`src/rtl/id_tokenizer.sv`:
```
// Identifier tokenizer: letter-led, digit-terminated runs; token reported 1 cycle after its delimiter.
// Held token waits for tok_ready; a token completing while one is held without tok_ready is dropped and flagged.
module id_tokenizer #(
  parameter int LEN_W = 8,
  parameter int CNT_W = 16
) (
  input  logic             clk,
  input  logic             reset,
  input  logic [7:0]       char,
  input  logic             char_valid,
  input  logic             tok_ready,
  output logic             tok_valid,
  output logic [LEN_W-1:0] tok_len,
  output logic [CNT_W-1:0] tok_count,
  output logic             overflow
);

  typedef enum logic [1:0] {
    IDLE  = 2'd0,
    ALPHA = 2'd1,
    DIGIT = 2'd2,
    BAD   = 2'd3
  } state_t;

  localparam logic [LEN_W-1:0] LEN_MAX = {LEN_W{1'b1}};
  localparam logic [LEN_W-1:0] LEN_ONE = {{(LEN_W-1){1'b0}}, 1'b1};
  localparam logic [CNT_W-1:0] CNT_ONE = {{(CNT_W-1){1'b0}}, 1'b1};

  state_t           state;
  state_t           state_nxt;
  logic [LEN_W-1:0] run_len;

  logic is_letter;
  logic is_digit;
  logic is_alnum;

  logic run_start;
  logic run_more;
  logic tok_done;
  logic tok_load;
  logic tok_drop;
  logic tok_take;

  always_comb begin
    is_letter = ((char >= 8'h41) && (char <= 8'h5A)) ||
                ((char >= 8'h61) && (char <= 8'h7A));
    is_digit  = (char >= 8'h30) && (char <= 8'h39);
    is_alnum  = is_letter || is_digit;
  end

  // State register
  always_ff @(posedge clk or posedge reset) begin
    if (reset) begin
      state <= IDLE;
    end else begin
      state <= state_nxt;
    end
  end

  // Next-state logic
  always_comb begin
    state_nxt = state;
    if (char_valid) begin
      unique case (state)
        IDLE: begin
          if (is_letter)     state_nxt = ALPHA;
          else if (is_digit) state_nxt = BAD;
          else               state_nxt = IDLE;
        end
        ALPHA, DIGIT: begin
          if (is_letter)     state_nxt = ALPHA;
          else if (is_digit) state_nxt = DIGIT;
          else               state_nxt = IDLE;
        end
        BAD: begin
          if (is_alnum)      state_nxt = BAD;
          else               state_nxt = IDLE;
        end
        default:             state_nxt = IDLE;
      endcase
    end
  end

  // Output / control decode
  always_comb begin
    run_start = char_valid && is_alnum && (state == IDLE);
    run_more  = char_valid && is_alnum && (state != IDLE);
    tok_done  = char_valid && !is_alnum && (state == DIGIT);
    tok_take  = tok_valid && tok_ready;
    // A handshake on the same edge frees the register for the new token.
    tok_load  = tok_done && (!tok_valid || tok_ready);
    tok_drop  = tok_done && tok_valid && !tok_ready;
  end

  // Run length is left untouched on a delimiter; the next run reloads it.
  always_ff @(posedge clk or posedge reset) begin
    if (reset) begin
      run_len <= '0;
    end else if (run_start) begin
      run_len <= LEN_ONE;
    end else if (run_more && (run_len != LEN_MAX)) begin
      run_len <= run_len + LEN_ONE;
    end
  end

  always_ff @(posedge clk or posedge reset) begin
    if (reset) begin
      tok_valid <= 1'b0;
      tok_len   <= '0;
      tok_count <= '0;
    end else if (tok_load) begin
      tok_valid <= 1'b1;
      tok_len   <= run_len;
      tok_count <= tok_count + CNT_ONE;
    end else if (tok_take) begin
      tok_valid <= 1'b0;
    end
  end

  always_ff @(posedge clk or posedge reset) begin
    if (reset) begin
      overflow <= 1'b0;
    end else if (tok_drop) begin
      overflow <= 1'b1;
    end
  end

endmodule

```
`config.mk`:
```
export PLATFORM = sky130hd
export DESIGN_NAME = id_tokenizer
export DESIGN_NICKNAME = d
export VERILOG_FILES = /design/src/rtl/id_tokenizer.sv
export SDC_FILE = /design/constraint.sdc
export NUM_CORES = 1
export LEC_CHECK = 0
export ABC_CLOCK_PERIOD_IN_PS = 5250
export BUFFER_PORTS_ARGS = -buffer_cell sky130_fd_sc_hd__clkbuf_2
export CAP_MARGIN = 20
export CORE_AREA = 5 5 84 86
export CTS_CLUSTER_SIZE = 28
export DETAILED_ROUTE_END_ITERATION = 12
export DIE_AREA = 0 0 89 91
export PLACE_DENSITY = 0.47
export SLEW_MARGIN = 20
export SYNTH_ARGS = -nofsm -noshare
export SYNTH_HDL_FRONTEND = slang
export SYNTH_SLANG_ARGS = --single-unit
```
`constraint.sdc`:
```
create_clock -name clk -period 5.25 [get_ports clk]
set_input_delay 0.525 -clock clk [delete_from_list [all_inputs] [get_ports clk]]
set_output_delay 0.525 -clock clk [all_outputs]
set_load 0.01 [all_outputs]
```
==> flow_summary.ini <==
[outcome]
status = finished clean

[synth]
synthCells = 160
ys_ff_latch = 36
ys_seq_area_share_pct = 50.28
synth_warnings = 0
syn-num-nets = 178
ys_types = 38
synth_area_um2 = 1792
avgSynthCellArea_um2 = 11.20

[floorplan]
io_pins = 38
die_h_um = 91
initial_utilization_pct = 28.88
die_x_um = 89
rows = 29
core-area_um2 = 6205
fp.dieArea_um2 = 8099

[clocking]
cts_sinks = 36
clk_path_buf_depth = 2
numCtsBuffers = 5
clockRootBuffer = clkbuf_8
tritoncts = built
post-cts-setup-buffers = 0
cts_resized = 0
ctsHoldBuffers = 0
h-tree-depth = 2
clkTransAtPathRegs_ns = 0.07
clkLatencyLatePin_ns = 0.28

[timing]
drv_slew = 0
tightest_slew_ns = 1.021
whs_ns = 0.3131
setup_tns_ns = 0
min_period_over_period_pct = 46.16
fin_crit_ns = 2.423
skew_ns = 0.006344
setup_violations = 0
rsz0062_at_grt = false
slew_headroom_pct = 31.88
fmax_ghz = 0.4126
hold_viol = 0

[detailed_routing]
drtIter0Drc = 63
firstDrtPassIters = 4
vias = 1355
final_antenna_net_count = 0
drc = 0
viasPerCell = 4.874
wire_per_inst_um = 14.03
wl_um = 3900

[layout]
layout_commonest_cell = clkbuf_2
nets = 219
n_antenna_cell = 0
final_layout_size_suffix_gt1_share_pct = 29.85
layout_common_cells = clkbuf_2 (37), dfrtp_1 (36), nand2_1 (10), a21oi_1 (9), nand3_1 (9)
syn2layout_area_growth_pct = 19.13

[global_route]
gr-total-overflow = 0
antenna_found_initial = 0
grt_pass1_wl_um = 6693
grt.total_usage_pct = 10.56
grt_pass1_vias = 1344
grt_start_max_net_pins = 37

[power_and_ir_drop]
powerDensity_nw_per_um2 = 324.9
ir_worst_vdd_uv = 112.0
p_leak_uw = 0.001041

[worst_setup_path]
arrival_ns = 2.58
worst_path_max_delay_cell = o2111ai_1
crit_fanout = 15
r2r-start = run_len[0]$_DFFE_PP0P_
crit_type = in2reg
max_stage_delay_ns = 0.85
cp-startpoint = char[1]
worst_setup_path_start_kind = primary input
crit_chain = clkbuf_2, or4_1, o21a_1, o2111ai_1, mux2i_1, nor3_1
cp.required_ns = 5.41
end_kind = flip-flop

[placed_design]
port_buffers = 37
gp_congestion = 0.6922
dp.final_hpwl_um = 2864

[job]
maxCapViolations = 0

[hold_path]
min_path_type = in2async
[power breakdown]
group          internal [uW]  switching (uW)  leakage [uW]
sequential               314            42.5      0.000482
combinational           70.2            83.4      0.000518
clock                   90.2            93.0     0.0000410
[final cells by class]
type                    count  area, um^2
flip-flops and latches     36       900.9
well taps                  77       96.34
clock buffers               6       72.57
clock inverters             1       5.005
repair buffers             38       192.7
multi-input cells         114       844.6
fillers                   635        4070
inverters                   6       22.52
[kinds of logic (layout without fill, tap and decap cells)]
| family | after synthesis | after routing | synth area share [%] |
|---|---|---|---|
| AO/OA/AOI/OAI | 27 | 27 | 10.20 |
| XOR/XNOR | 15 | 15 | 7.333 |
| adder cells (fa/ha/maj) | 6 | 6 | 4.190 |
| buffers and inverters | 10 | 51 | 2.584 |
| flip-flops | 36 | 36 | 50.28 |
| multiplexers | 11 | 11 | 7.821 |
| AND/OR/NAND/NOR | 55 | 55 | 17.60 |
[state kept, by name (all words and copies together) (netlist names)]
register,count
overflow,1
run_len,8
state,2
tok_count,16
tok_len,8
tok_valid,1
[worst paths after layout]
| path | slack, ns | cells past startpoint | endpoint |
|---|---|---|---|
| worst max register to register | 2.90 | 6 | run_len[2]$_DFFE_PP0P_ |
| worst max-delay path | 2.83 | 6 | run_len[2]$_DFFE_PP0P_ |
| max in group asynchronous | 4.60 | 3 | state[0]$_DFFE_PP0P_ |
| min in group clk | 0.48 | 1 | tok_count[15]$_DFFE_PP0P_ |
| worst min-delay path | 0.31 | 3 | tok_count[4]$_DFFE_PP0P_ |
| worst min register to register | 0.48 | 1 | tok_count[15]$_DFFE_PP0P_ |
[worst max-delay path, delay by kind of cell]
family	cells	cell delay [ns]
AO/OA/AOI/OAI	2	1.09
buffers and inverters	1	0.10
multiplexers	1	0.26
AND/OR/NAND/NOR	2	0.60
[Yosys cell counts (all sizes together)]
cell type | number | area, um^2
a2111oi | 1 | 15.01
nand4bb | 1 | 11.26
xor2 | 8 | 70.07
and3 | 2 | 12.51
dfrtp | 36 | 900.9
o21bai | 1 | 7.510
a41o | 1 | 10.01
or4 | 4 | 30.03
buf | 2 | 16.26
or2 | 1 | 6.260
nand2 | 10 | 37.54
clkbuf | 2 | 7.510
o31ai | 4 | 30.03
o21ai | 4 | 20.02
o22ai | 2 | 12.51
and4 | 1 | 8.760
inv | 6 | 22.52
mux2 | 9 | 120.1
nor2 | 9 | 41.29
a21oi | 9 | 45.04
mux2i | 2 | 20.02
ha | 6 | 75.07
or4b | 1 | 10.01
o2111ai | 1 | 8.760
xnor2 | 7 | 61.31
nand3 | 9 | 45.04
nand4 | 5 | 31.28
or3 | 3 | 18.77
nor3 | 4 | 31.28
a2111o | 1 | 11.26
nor4 | 3 | 18.77
a211oi | 1 | 7.510
o21a | 2 | 15.01
nor2b | 2 | 12.51
[through the flow]
step	instances	setup WS (ns)	power (uW)	area (um^2)	utilization (%)
final	278	2.827	693.5	2135	34.40
after global routing	278	2.661	744.2	2135	34.40
after CTS	278	2.830	711.2	2135	34.40
after detailed placement	271	2.531	521.2	2057	33.15
after global placement	271	2.543	520.5	2057	33.15
after floorplan	160	2.894	456.9	1792	-
[routing by layer]
layer	routed length [um]	up-vias	global-route usage (%)
met4	52	0	3.722
met1	1792	651	14.22
met2	1851	31	16.27
li1	-	668	-
met3	203	5	2.805
met5	0	-	0
No activity file was read; power rests on OpenSTA's default activity.
